File: config.mk
export PLATFORM = sky130hd
export DESIGN_NAME = sprite_line_scanner_flat
export DESIGN_NICKNAME = d
export VERILOG_FILES = /design/src/rtl/sprite_line_scanner_pkg.sv /design/src/rtl/sprite_line_scanner_if.sv /design/src/rtl/sprite_line_scanner_size_lut.sv /design/src/rtl/sprite_line_scanner.sv /design/src/flat_wrapper.sv
export SDC_FILE = /design/constraint.sdc
export NUM_CORES = 1
export LEC_CHECK = 0
export BUFFER_PORTS_ARGS = -buffer_cell sky130_fd_sc_hd__buf_2
export CORE_UTILIZATION = 45
export CTS_CLUSTER_SIZE = 30
export DETAILED_ROUTE_END_ITERATION = 8
export PLACE_DENSITY = 0.6
export SLEW_MARGIN = 20
export SYNTH_ARGS = -nofsm -noshare
export SYNTH_HDL_FRONTEND = slang
export SYNTH_SLANG_ARGS = --single-unit
File: constraint.sdc
create_clock -name vga_clk -period 9.7 [get_ports vga_clk]
set_input_delay 1.455 -clock vga_clk [delete_from_list [all_inputs] [get_ports vga_clk]]
set_output_delay 1.455 -clock vga_clk [all_outputs]
set_load 0.01 [all_outputs]
File: src/rtl/sprite_line_scanner_pkg.sv
// Shared types and constants for the scanline sprite evaluator: OAM attribute
// field positions, scan FSM states, slot table entry and the sprite height LUT.
package sprite_line_scanner_pkg;

    localparam int NUM_SPRITES = 128;
    localparam int OAM_AW      = 7;
    localparam int SLOTS       = 8;
    localparam int SLOT_AW     = 3;
    localparam int COORD_W     = 11;

    localparam int A0_Y_LO     = 11;
    localparam int A0_Y_HI     = 21;
    localparam int A0_ROTSCALE = 22;
    localparam int A0_DBL      = 23;
    localparam int A0_SHAPE_LO = 27;
    localparam int A0_SHAPE_HI = 28;
    localparam int A1_FLIPY    = 1;
    localparam int A1_SIZE_LO  = 2;
    localparam int A1_SIZE_HI  = 3;

    typedef enum logic [1:0] {
        ST_IDLE = 2'd0,
        ST_SCAN = 2'd1,
        ST_DONE = 2'd2
    } scan_state_t;

    typedef struct packed {
        logic [31:0] attr0;
        logic [31:0] attr1;
        logic [5:0]  row;
    } slot_entry_t;

    // Height in pixels for a {shape,size} pair; shape 3 is the reserved code.
    function automatic logic [6:0] sprite_height(input logic [1:0] shape, input logic [1:0] size);
        logic [6:0] h;
        h = 7'd8;
        case (shape)
            2'd0: begin
                case (size)
                    2'd0:    h = 7'd8;
                    2'd1:    h = 7'd16;
                    2'd2:    h = 7'd32;
                    default: h = 7'd64;
                endcase
            end
            2'd1: begin
                case (size)
                    2'd0:    h = 7'd16;
                    2'd1:    h = 7'd32;
                    2'd2:    h = 7'd32;
                    default: h = 7'd64;
                endcase
            end
            2'd2: begin
                case (size)
                    2'd0:    h = 7'd8;
                    2'd1:    h = 7'd8;
                    2'd2:    h = 7'd16;
                    default: h = 7'd32;
                endcase
            end
            default: h = 7'd8;
        endcase
        return h;
    endfunction

endpackage

File: src/rtl/sprite_line_scanner_if.sv
// OAM read port between the scanner (master) and attribute memory (slave).
interface sprite_line_scanner_if import sprite_line_scanner_pkg::*; #(
    parameter int AW = OAM_AW
) ();
    // req rises with a stable addr and stays high until the cycle ack is seen;
    // attr0/attr1 are valid only in that ack cycle. ack without req is ignored.
    logic          req;
    logic [AW-1:0] addr;
    logic          ack;
    logic [31:0]   attr0;
    logic [31:0]   attr1;

    modport master (output req, addr, input ack, attr0, attr1);
    modport slave  (input req, addr, output ack, attr0, attr1);
endinterface

File: src/rtl/sprite_line_scanner_size_lut.sv
// Combinational {shape,size} -> sprite height lookup, shared with the pixel pipeline.
module sprite_size_lut import sprite_line_scanner_pkg::*; (
    input  logic [1:0] i_shape,
    input  logic [1:0] i_size,
    output logic [6:0] o_height
);
    assign o_height = sprite_height(i_shape, i_size);
endmodule

File: src/rtl/sprite_line_scanner.sv
// Per-line OAM scanner: fills a SLOTS-deep table of sprites hitting the next line.
// Optional macro SPRITE_DOUBLE_EN enables double-size rotscale sprites.
module sprite_line_scanner import sprite_line_scanner_pkg::*; (
    input  logic                 vga_clk,
    input  logic                 reset,
    sprite_line_scanner_if.master oam,
    input  logic                 start,
    input  logic [COORD_W-1:0]   line,
    input  logic [SLOT_AW-1:0]   slot_rd_idx,
    output logic [31:0]          slot_attr0,
    output logic [31:0]          slot_attr1,
    output logic [5:0]           slot_row,
    output logic [SLOT_AW:0]     slot_count,
    output logic                 busy,
    output logic                 done,
    output logic                 overflow,
    output scan_state_t          dbg_state
);
    localparam logic [OAM_AW-1:0]  LAST_ADDR  = OAM_AW'(NUM_SPRITES - 1);
    localparam logic [SLOT_AW:0]   FULL_COUNT = (SLOT_AW + 1)'(SLOTS);

    scan_state_t          r_state, w_next_state;
    logic [COORD_W-1:0]   r_line;
    logic [OAM_AW-1:0]    r_addr;
    logic [SLOT_AW:0]     r_count;
    logic                 r_overflow;
    slot_entry_t          r_slots [SLOTS];
    slot_entry_t          r_rd;

    logic                 w_req, w_busy, w_done;
    logic                 w_accept, w_take, w_full;
    logic [6:0]           w_height;
    logic [7:0]           w_eff_h;
    logic                 w_en, w_dbl, w_hit, w_flipy;
    logic [COORD_W-1:0]   w_oy;
    logic [6:0]           w_row_full;
    logic [5:0]           w_row;

    sprite_size_lut u_size_lut (
        .i_shape  (oam.attr0[A0_SHAPE_HI:A0_SHAPE_LO]),
        .i_size   (oam.attr1[A1_SIZE_HI:A1_SIZE_LO]),
        .o_height (w_height)
    );

    // Entry evaluation; the unsigned wrap of oy rejects sprites starting below the line.
    assign w_en    = oam.attr0[A0_ROTSCALE] | ~oam.attr0[A0_DBL];
    assign w_flipy = oam.attr1[A1_FLIPY];
    assign w_oy    = r_line - oam.attr0[A0_Y_HI:A0_Y_LO];
`ifdef SPRITE_DOUBLE_EN
    assign w_dbl   = oam.attr0[A0_ROTSCALE] & oam.attr0[A0_DBL];
`else
    assign w_dbl   = 1'b0;
`endif
    assign w_eff_h    = w_dbl ? {w_height, 1'b0} : {1'b0, w_height};
    assign w_hit      = w_en & (w_oy < {3'b000, w_eff_h});
    // Only meaningful on a hit, where oy < eff_h <= 128 fits in 7 bits.
    assign w_row_full = w_flipy ? (w_eff_h[6:0] - 7'd1 - w_oy[6:0]) : w_oy[6:0];
    assign w_row      = w_dbl ? w_row_full[6:1] : w_row_full[5:0];

    assign w_accept = (r_state == ST_IDLE) && start;
    assign w_take   = (r_state == ST_SCAN) && oam.ack;
    assign w_full   = (r_count == FULL_COUNT);

    always_ff @(posedge vga_clk or posedge reset) begin
        if (reset) r_state <= ST_IDLE;
        else       r_state <= w_next_state;
    end

    always_comb begin
        w_next_state = r_state;
        case (r_state)
            ST_IDLE: if (start) w_next_state = ST_SCAN;
            ST_SCAN: begin
                if (oam.ack) begin
                    if (w_hit && w_full)          w_next_state = ST_DONE;
                    else if (r_addr == LAST_ADDR) w_next_state = ST_DONE;
                end
            end
            ST_DONE: w_next_state = ST_IDLE;
            default: w_next_state = ST_IDLE;
        endcase
    end

    always_comb begin
        w_req  = 1'b0;
        w_busy = 1'b0;
        w_done = 1'b0;
        case (r_state)
            ST_SCAN: begin
                w_req  = 1'b1;
                w_busy = 1'b1;
            end
            ST_DONE: w_done = 1'b1;
            default: ;
        endcase
    end

    always_ff @(posedge vga_clk or posedge reset) begin
        if (reset) begin
            r_line     <= '0;
            r_addr     <= '0;
            r_count    <= '0;
            r_overflow <= 1'b0;
        end else if (w_accept) begin
            r_line     <= line;
            r_addr     <= '0;
            r_count    <= '0;
            r_overflow <= 1'b0;
        end else if (w_take) begin
            if (w_hit && w_full) r_overflow <= 1'b1;
            else if (w_hit)      r_count    <= r_count + 1'b1;
            if (!(w_hit && w_full) && (r_addr != LAST_ADDR)) r_addr <= r_addr + 1'b1;
        end
    end

    // Table storage needs no reset: entries at or above slot_count are don't-care.
    always_ff @(posedge vga_clk) begin
        if (w_take && w_hit && !w_full) begin
            r_slots[r_count[SLOT_AW-1:0]] <= '{attr0: oam.attr0, attr1: oam.attr1, row: w_row};
        end
    end

    always_ff @(posedge vga_clk or posedge reset) begin
        if (reset) r_rd <= '0;
        else       r_rd <= r_slots[slot_rd_idx];
    end

    assign oam.req    = w_req;
    assign oam.addr   = r_addr;
    assign busy       = w_busy;
    assign done       = w_done;
    assign overflow   = r_overflow;
    assign slot_count = r_count;
    assign slot_attr0 = r_rd.attr0;
    assign slot_attr1 = r_rd.attr1;
    assign slot_row   = r_rd.row;
    assign dbg_state  = r_state;

endmodule
File: src/flat_wrapper.sv
// flat-port wrapper written by rule: the top's interface ports become plain ports
module sprite_line_scanner_flat import sprite_line_scanner_pkg::*;
  (vga_clk, reset, start, line, slot_rd_idx, slot_attr0, slot_attr1, slot_row, slot_count, busy, done, overflow, dbg_state, oam_req, oam_addr, oam_ack, oam_attr0, oam_attr1);
  sprite_line_scanner_if oam_i ();
  input  logic vga_clk;
  input  logic reset;
  input  logic start;
  input  logic [COORD_W-1:0] line;
  input  logic [SLOT_AW-1:0] slot_rd_idx;
  output logic [31:0] slot_attr0;
  output logic [31:0] slot_attr1;
  output logic [5:0] slot_row;
  output logic [SLOT_AW:0] slot_count;
  output logic busy;
  output logic done;
  output logic overflow;
  output scan_state_t dbg_state;
  output wire logic [$bits(oam_i.req)-1:0] oam_req;
  output wire logic [$bits(oam_i.addr)-1:0] oam_addr;
  input wire logic [$bits(oam_i.ack)-1:0] oam_ack;
  input wire logic [$bits(oam_i.attr0)-1:0] oam_attr0;
  input wire logic [$bits(oam_i.attr1)-1:0] oam_attr1;
  assign oam_req = oam_i.req;
  assign oam_addr = oam_i.addr;
  assign oam_i.ack = oam_ack;
  assign oam_i.attr0 = oam_attr0;
  assign oam_i.attr1 = oam_attr1;
  sprite_line_scanner u_core (.vga_clk(vga_clk), .reset(reset), .oam(oam_i), .start(start), .line(line), .slot_rd_idx(slot_rd_idx), .slot_attr0(slot_attr0), .slot_attr1(slot_attr1), .slot_row(slot_row), .slot_count(slot_count), .busy(busy), .done(done), .overflow(overflow), .dbg_state(dbg_state));
endmodule
==> After elaboration in Yosys (flattened, before gate mapping) <==
Memory sizes are Yosys's and may differ from the RTL's. A register that Yosys moved wholly into a read port is not among the register bits.
Index checks and enable logic that the tools add are counted.
{ "word_totals": {"mem_count": 1, "wordCells": 73, "out_inout_bits": 87, "mem_bits_rw": 560, "in_bits": 82, "reg_bits": 25} }
{ "memory_table": {"columns": ["name", "words", "width", "read_ports", "rd_ports_with_merged_regs", "write_ports", "line", "rtl"], "rows": [
  ["u_core.r_slots", 8, 70, 1, 1, 1, "sprite_line_scanner.sv:27", "slot_entry_t r_slots [SLOTS];"]
]} }
{ "op_classes": {"eq_ne": 13, "magnitude_cmp": 1, "n_reduce_logical": 21, "n_mux": 24, "bitwise_logic": 3, "addsub": 5} }
{ "ops": {"columns": ["cell", "n"], "rows": [
  ["$pmux 7 s3", 2],
  ["$mux 7", 3],
  ["$mux 4", 4],
  ["$pmux 7 s2", 1],
  ["$pmux 6 s2", 1],
  ["$lt 11x7->1", 1],
  ["$sub 11x11->11", 1],
  ["$mux 2", 4],
  ["$reduce_bool 2->1", 4],
  ["$add 7x1->7 const B", 1],
  ["$eq 7x7->1 const B", 1],
  ["$mux 1", 7],
  ["$ne 7x7->1 const B", 1],
  ["$eq 2x1->1 const B", 3],
  ["$eq 2x2->1 const B", 3],
  ["$logic_and 1x1->1", 6],
  ["$logic_not 2->1", 3],
  ["$mux 6", 1],
  ["$reduce_and 3->1", 2],
  ["$sub 6x1->6 const B", 1],
  ["$sub 6x6->6", 1],
  ["$add 4x1->4 const B", 1],
  ["$eq 4x4->1 const B", 1],
  ["$ne 2x2->1 const B", 2],
  ["9 further kinds", 12]
]} }

==> Depth between registers and ports, before layout <==
Gate-level depths: netlist of run 1.
{ "logic_depth": {"depth_word": 12, "mapped_depth": 16, "ltp_nobuf": 15} }

==> Hierarchy <==
From an unflattened synthesis of run 1, not the netlist that was laid out.
{ "unflattened": {"hier_cells": 1161, "hier_area_um2": 24987.7} }
{ "by_module_without_submodules": {"columns": ["mod", "area_each_um2", "cells_each", "seq_area_each_um2", "n_inst"], "rows": [
  ["sprite_line_scanner", 24795.0, 1138, 19193.4, 1],
  ["sprite_size_lut", 192.7, 23, 0.0, 1]
]} }

==> Worst setup path before layout of run 1 <==
Ideal clock, no wire load.
{ "synth_path": {"path_type": "input to register", "startpoint": "input port oam_attr0[12]", "endpoint": "memory u_core.r_slots[2][0] (netlist bit) (enable)", "arrival_ps": 8673, "n_path_buf": 0, "setup_ps": 584, "cell_stages": 15, "path_slack_ps": 443, "required_time_ps": 9116, "cell_sequence": "inv_1 ha_1 nor2b_4 o21a_1 nor3_1 or2_2 ha_1 inv_1 fa_1 a21o_1 a221oi_1 and3_4 and4_2 nand2_1 nor3_1"} }
{ "synth_via": {"elab_chain_len": 7} }
{ "synth_rtl": {"columns": ["item", "line", "rtl"], "rows": [
  ["start, declared", "flat_wrapper.sv:21", "input wire logic [$bits(oam_i.attr0)-1:0] oam_attr0;"],
  ["$sub 11x11->11", "sprite_line_scanner.sv:48", "assign w_oy = r_line - oam.attr0[A0_Y_HI:A0_Y_LO];"],
  ["$lt 11x7->1", "sprite_line_scanner.sv:55", "assign w_hit = w_en & (w_oy < {3'b000, w_eff_h});"],
  ["$and 1x1->1", "sprite_line_scanner.sv:55", null],
  ["$logic_and 1x1->1 (2 in series)", "sprite_line_scanner.sv:118", "if (w_take && w_hit && !w_full) begin"],
  ["$mux 1", "sprite_line_scanner.sv:118", null],
  ["$mux 1 (implied by the code)", "sprite_line_scanner.sv:119", "r_slots[r_count[SLOT_AW-1:0]] <= '{attr0: oam.attr0, attr1: oam.attr1, row: w_row};"],
  ["end, declared", "sprite_line_scanner.sv:27", null]
]} }
No other way between the ends.

==> Worst setup path in the final report of run 1 <==
{ "layout_path": {"startpoint": "input port oam_attr0[12]", "endpoint": "memory u_core.r_slots[4][36] (netlist bit) (enable)"} }
The elaborated chain is that of the path after synthesis.

==> summary.md, run 1 <==
| Metric | Value |
|---|---|
| Nets | `1454` |
| Worst-Margin Slew | `1041 ps` |
| DR vias/cell | `5.449` |
| Clock sinks | `655` |
| DIE AREA | `55980 um^2` |
| CTS root buf | `clkbuf_16` |
| Top_reg_cell synth | `edfxtp_1` |
| Post-synthesis xor/xnor area fraction | `0.4243%` |
| I/O Buffers | `168` |
| Max IR drop VDD | `0.1510 mV` |
| Hold slack | `483.5 ps` |
| Status | `completed` |
| Vias | `11440` |
| Number of max-cap violations | `0` |
| Total global routing overflow | `0` |
| Core Area | `54130 um^2` |
| H-tree Lvls | `3` |
| I/O Pins | `169` |
| Number of synthesis warnings | `0` |
| Min-Delay Path Class | `reg -> reg` |
| Largest net degree at the start of global routing | `81` |
| Row cnt | `85` |
| Grt met3 use | `3.264%` |
| Slew HR | `30.58%` |
| First-pass GRT wire length | `75440 um` |
| Placed cell areas | `26490 um^2` |
| Post-layout minimum cycle time | `5532 ps` |
| Initial antenna violation count | `4` |
| Grt met2 use | `28.71%` |
| Seq cells post-synth | `655` |
| GRT Overall Usage | `18.14%` |
| Clock-pin slew on the worst setup and hold paths | `60 ps` |
| CP Class | `in -> reg` |
| Syn_area_per_cell | `21.74 um^2` |
| RePlAce Congestion | `0.7557` |
| Synthesized cell area | `24770 um^2` |
| Post-Place Worst Slack | `3534 ps` |
| Simple-gate share of the synthesized area | `1.965%` |
| Largest family of logic cells by synthesized area | `multiplexers` |
| Power, Total | `0.006218 W` |
| CTS buffer count | `68` |
| Routed WL | `49040 um` |
| Mux cell area share after synthesis | `16.04%` |
| Hold Fails Final Rpt | `0` |
| Top Usage Layer GRT | `met2` |
| Synth Area in Compound Gates | `1.510%` |
| EDFF count, synth | `560` |
| Synth top area share | `67.90%` |
| Unique masters post-synth | `46` |
| RSZ-0062 raised after global routing | `no` |
| Clock latency on the worst-skew pair | `590 ps` |
| Share of layout cells above drive strength 1 | `36.76%` |
| CP endpoint kind | `register` |
| Cell taking the most area after synthesis | `edfxtp_1` |
| Adder-cell area share of the yosys netlist | `1.324%` |
| CTS Buffer Depth | `3` |
| DRC Markers | `0` |
| Setup bufs post-CTS | `0` |
| Async set or reset register ratio after synthesis | `14.50%` |
| Met1 Use GR | `25.82%` |
| Worst path arrival time | `5750 ps` |
| Finish-stage setup viols | `0` |
| CTS resizes | `0` |
| Max-slew violation count | `0` |
| Syn_nets | `1246` |
| Leading cell type in the layout, fill and taps excluded | `edfxtp_1` |
| Commonest non-fill, non-tap cells in the layout | `560 x edfxtp_1, 165 x buf_2, 140 x mux4_2` |
| DPL Wire Length | `27340 um` |
| Die X | `236.6 um` |
| Post-CTS Hold Buffers | `0` |
| Final Cell Area | `28670 um^2` |
| Clock tree from TritonCTS | `done` |
| Worst Path Required | `9920 ps` |
| Max frequency | `180.8 MHz` |
| Largest cells by area after synthesis | `edfxtp_1 68%, mux4_2 13%, dfrtp_1 9.6%` |
| P per Cell Area | `216.9 nW/um^2` |
| Pleak | `9.866 nW` |
| Die height | `236.6 um` |
| ANT nets after route | `0` |
| Starting DRT DRC Count | `694` |
| Cell count after synthesis | `1139` |
| Area delta synth->final | `15.75%` |
| Fin worst setup slack | `4168 ps` |
| Worst-path fanout max | `36` |
| Tcrit/Tclk final | `57.03%` |
| Post-synthesis sequential area ratio | `77.49%` |
| Vias in the first global route | `12160` |
| Clock skew | `21.13 ps` |
| Critical Path Start Type | `input pin` |
| Starting Density | `45.75%` |
| Setup total negative slack | `0 ps` |
| First-pass DRT Iterations | `5` |
| Wire per inst | `23.36 um` |
-- cells in the mapped netlist, drive strengths merged (2+ instances only) --
| cell type | instances |
|---|---|
| a21oi | 14 |
| clkbuf | 27 |
| nor2 | 14 |
| buf | 23 |
| nor3 | 7 |
| o21ai | 14 |
| mux2 | 71 |
| fa | 2 |
| nand4 | 2 |
| a31oi | 2 |
| inv | 26 |
| edfxtp | 560 |
| o21a | 3 |
| mux2i | 2 |
| mux4 | 140 |
| nand3 | 8 |
| and2 | 2 |
| nor2b | 4 |
| xor2 | 5 |
| a21o | 5 |
| xnor2 | 7 |
| o31ai | 3 |
| ha | 23 |
| or2 | 2 |
| nand2 | 58 |
| and3 | 2 |
| dfrtp | 95 |
| or4 | 2 |
| o211ai | 6 |
-- worst paths after layout --
path                                  start               endpoint  slack, ps  cells after the start
max                           oam_attr0[12]  u_core.r_slots[4][36]       4170                     18
min                        u_core.r_line[9]       u_core.r_line[9]        480                      2
max reg2reg                u_core.r_line[0]  u_core.r_slots[4][36]       4890                     15
min reg2reg                u_core.r_line[9]       u_core.r_line[9]        480                      2
max in group asynchronous             reset    u_core.dbg_state[0]       7490                      3
min in group asynchronous             reset  u_core.slot_attr1[22]        940                      2
-- logic make-up after synthesis --
family                   after synthesis
flip-flops                           655
multiplexers                         213
AND/OR/NAND/NOR                      104
buffers and inverters                 76
AO/OA/AOI/OAI                         54
adder cells (fa/ha/maj)               25
XOR/XNOR                              12
-- routing by layer --
metal,routed length (um),share of wire [%]
met1,22320,46
met2,23520,48
met3,2304,4.7
met4,850,1.7
met5,35,0.071
-- power breakdown --
part / switching [W] / internal [W] / leakage, nW / total, W
clock network: 0.00103 / 0.00148 / 1.05 / 0.00251
registers: 0.0000369 / 0.00316 / 6.17 / 0.00319
logic: 0.000304 / 0.000208 / 2.64 / 0.000513
total: 0.00137 / 0.00485 / 9.87 / 0.00622
-- area by class of cell --
cell class                      instances  area (um^2)
Antenna cell                            2        5.005
Clock buffer                           97         1903
Clock inverter                         27        266.5
Fill cell                            4144        25460
Inverter                               26        100.1
Multi-Input combinational cell        408         5316
Sequential cell                       655        19190
Tap cell                              696        870.8
Timing Repair Buffer                  188         1013
-- per-stage QoR --
stage                     util (%)  cells
after floorplan                  -   1139
after global placement       48.94   1973
after detailed placement     48.94   1973
after CTS                    52.94   2097
after global routing         52.95   2097
final                        52.96   2099
-- critical path, stage by stage --
cell and delay, ps:
buf_2 180, inv_1 60, ha_1 280, nor2b_4 130
o21a_1 170, nor3_1 110, or2_2 150, ha_1 130
inv_1 50, fa_1 450, a21o_1 170, a221oi_1 330
and3_4 260, and4_2 240, nand2_1 200, nor2_4 150
buf_4 530, buf_4 650
-- registers in the layout, summed over array words and instances (netlist names), 2 cells and up --
signal             count
u_core.dbg_state       2
u_core.oam.addr        7
u_core.r_line         11
u_core.r_slots       560
u_core.slot_attr0     32
u_core.slot_attr1     32
u_core.slot_count      4
u_core.slot_row        6
(Power assumes the default switching activity.)
==> run 2, diff against run 1 <==
--- a/config.mk
+++ b/config.mk
@@ -9,7 +9,7 @@
 export CORE_UTILIZATION = 45
 export CTS_CLUSTER_SIZE = 30
 export DETAILED_ROUTE_END_ITERATION = 8
-export PLACE_DENSITY = 0.6
+export PLACE_DENSITY = 0.63
 export SLEW_MARGIN = 20
 export SYNTH_ARGS = -nofsm -noshare
 export SYNTH_HDL_FRONTEND = slang
==> constraint.sdc (replaced) <==
create_clock -name vga_clk -period 4.7 [get_ports vga_clk]
set_input_delay 0.705 -clock vga_clk [delete_from_list [all_inputs] [get_ports vga_clk]]
set_output_delay 0.705 -clock vga_clk [all_outputs]
set_load 0.01 [all_outputs]
==> summary.md, run 2 (synthesis gave the netlist of run 1 again) <==
| Metric | Value |
|---|---|
| Pleak | `10.01 nW (was 9.866 nW)` |
| Critical Path Start Type | `register (was input pin)` |
| Hold Fails Final Rpt | `0 (unchanged)` |
| RePlAce Congestion | `0.7746 (was 0.7557)` |
| R2r startpoint | `u_core.r_line[1] (was u_core.r_line[0])` |
| Vias | `11520 (was 11440)` |
| Max IR drop VDD | `0.3238 mV (was 0.1510 mV)` |
| Max-slew violation count | `0 (unchanged)` |
| Number of max-cap violations | `0 (unchanged)` |
| Finish-stage setup viols | `0 (unchanged)` |
| Post-CTS Hold Buffers | `0 (unchanged)` |
| I/O Buffers | `168 (unchanged)` |
| Critical path depth | `14 (was 18)` |
| Status | `completed (unchanged)` |
| Vias in the first global route | `12150 (was 12160)` |
| Slew HR | `39.22% (was 30.58%)` |
| DIE AREA | `55980 um^2 (unchanged)` |
| Nets | `1466 (was 1454)` |
| Die X | `236.6 um (unchanged)` |
| Multi-input combinational cell area | `5396 um^2 (was 5316 um^2)` |
| RSZ-0062 raised after global routing | `no (unchanged)` |
| First-pass GRT wire length | `76500 um (was 75440 um)` |
| CTS Buffer Depth | `3 (unchanged)` |
| Power, Total | `0.01316 W (was 0.006218 W)` |
| CTS resizes | `0 (unchanged)` |
| GRT Overall Usage | `18.40% (was 18.14%)` |
| Clock latency on the worst-skew pair | `620 ps (was 590 ps)` |
| CP Class | `reg -> reg (was in -> reg)` |
| DRC Markers | `0 (unchanged)` |
| Worst reg2reg setup slack | `690 ps (was 4890 ps)` |
| ANT nets after route | `0 (unchanged)` |
| First-pass DRT Iterations | `5 (unchanged)` |
| H-tree Lvls | `3 (unchanged)` |
| Wire per inst | `23.63 um (was 23.36 um)` |
| Min-Delay Path Class | `in -> async (was reg -> reg)` |
| CTS buffer count | `69 (was 68)` |
| Max frequency | `249.3 MHz` |
| Worst r2r dst | `u_core.r_slots[2][48] (was u_core.r_slots[4][36])` |
| Sequential Area | `19190 um^2 (unchanged)` |
| Worst Path Required | `4950 ps (was 9920 ps)` |
| Post-layout minimum cycle time | `4011 ps` |
| Fillers | `4106 (was 4144)` |
| Clock sinks | `655 (unchanged)` |
| Hold slack | `206.0 ps (was 483.5 ps)` |
| DR vias/cell | `5.445 (was 5.449)` |
| DPL Wire Length | `29460 um (was 27340 um)` |
| Setup total negative slack | `0 ps (unchanged)` |
| Top delay family on crit path | `simple AND/OR/NAND/NOR gates (was buffers and inverters)` |
| Crit path cell chain | `ha_4, nor2b_4, o31a_4, o21a_1, nor2_1, xnor2_1, ha_1, a21o_1, a221oi_2, and3_4, and4_4, nand2_8, nor3_4, buf_12 (was buf_2, inv_1, ha_1, nor2b_4, o21a_1, nor3_1, or2_2, ha_1, inv_1, fa_1, a21o_1, a221oi_1, and3_4, and4_2, nand2_1, nor2_4, buf_4, buf_4)` |
| Starting Density | `45.75% (unchanged)` |
| Worst reg2reg path depth | `14 (was 15)` |
| Setup bufs post-CTS | `0 (unchanged)` |
| WP buf/inv | `1 (was 5)` |
| Clock skew | `29.06 ps (was 21.13 ps)` |
| Share of layout cells above drive strength 1 | `37.78% (was 36.76%)` |
| Total global routing overflow | `0 (unchanged)` |
| Commonest non-fill, non-tap cells in the layout | `560 x edfxtp_1, 165 x buf_2, 140 x mux4_2 (unchanged)` |
| CTS root buf | `clkbuf_16 (unchanged)` |
| CP endpoint kind | `register (unchanged)` |
| Core Area | `54130 um^2 (unchanged)` |
| Critical Path Max Stage Delay | `410 ps (was 650 ps)` |
| Worst-path fanout max | `57 (was 36)` |
| Initial antenna violation count | `5 (was 4)` |
| Leading cell type in the layout, fill and taps excluded | `edfxtp_1 (unchanged)` |
| Tcrit/Tclk final | `85.35%` |
| Clock tree from TritonCTS | `done (unchanged)` |
| Starting DRT DRC Count | `791 (was 694)` |
| Row cnt | `85 (unchanged)` |
| Max reg flops | `560 (unchanged)` |
| Routed WL | `49990 um (was 49040 um)` |
| Worst path arrival time | `4260 ps (was 5750 ps)` |
| I/O Pins | `169 (unchanged)` |
| Area delta synth->final | `17.76% (was 15.75%)` |
| CP max stage cell | `dfrtp_1 (was buf_4)` |
| Worst-Margin Slew | `911.7 ps (was 1041 ps)` |
| Largest net degree at the start of global routing | `78 (was 81)` |
| P per Cell Area | `451.2 nW/um^2 (was 216.9 nW/um^2)` |
| Die height | `236.6 um (unchanged)` |
| Clock-pin slew on the worst setup and hold paths | `60 ps (about the same)` |
## run 2: worst max path at each step
stage / to / from
global route: u_core.r_slots[2][48] / u_core.r_line[1]
floorplan: u_core.r_slots[2][0] / oam_attr0[12]
detailed placement: u_core.r_slots[2][39] / oam_attr0[13]
finish: u_core.r_slots[2][48] / u_core.r_line[1]
global placement: u_core.r_slots[2][39] / oam_attr0[13]
CTS: u_core.r_slots[2][48] / u_core.r_line[1]
## run 2: power breakdown
group          internal, W  switching (W)
Clock              0.00323        0.00222
Combinational     0.000458       0.000656
Sequential         0.00651      0.0000804
## run 2: final cells by class
type                       count  area share [%]
sequential                   655           65.81
multi-input combinational    408           18.50
clock buffer                  97           6.486
timing repair buffer         199           4.432
tap                          696           2.986
clock inverter                31           1.373
inverter                      26          0.3775
antenna                        4         0.03432
## run 2: worst register-to-register path, cell delays in order (launching register included)
cell	delay (ps)
dfrtp_1	410
ha_4	250
nor2b_4	130
o31a_4	380
o21a_1	190
nor2_1	120
xnor2_1	160
ha_1	290
a21o_1	170
a221oi_2	250
and3_4	240
and4_4	320
nand2_8	100
nor3_4	240
buf_12	360
## run 2: through the flow
stage / instance area [um^2] / utilization (%) / instances / setup slack [ps]
finish: 29170 / 53.88 / 2116 / 688.6
global route: 29160 / 53.86 / 2113 / 485.8
CTS: 29150 / 53.85 / 2112 / 673.5
detailed placement: 26860 / 49.62 / 1984 / 184.8
global placement: 26860 / 49.62 / 1984 / 228.0
floorplan: 24910 / - / 1139 / -567.7
## run 2: routing by layer
metal | GRT usage, % | vias up | part of all wire (%)
met4 | 5.647 | 2 | 1.8
li1 | - | 5065 | -
met1 | 26.69 | 6078 | 45
met3 | 3.649 | 73 | 5.3
met5 | 0 | - | 0.026
met2 | 28.36 | 304 | 48
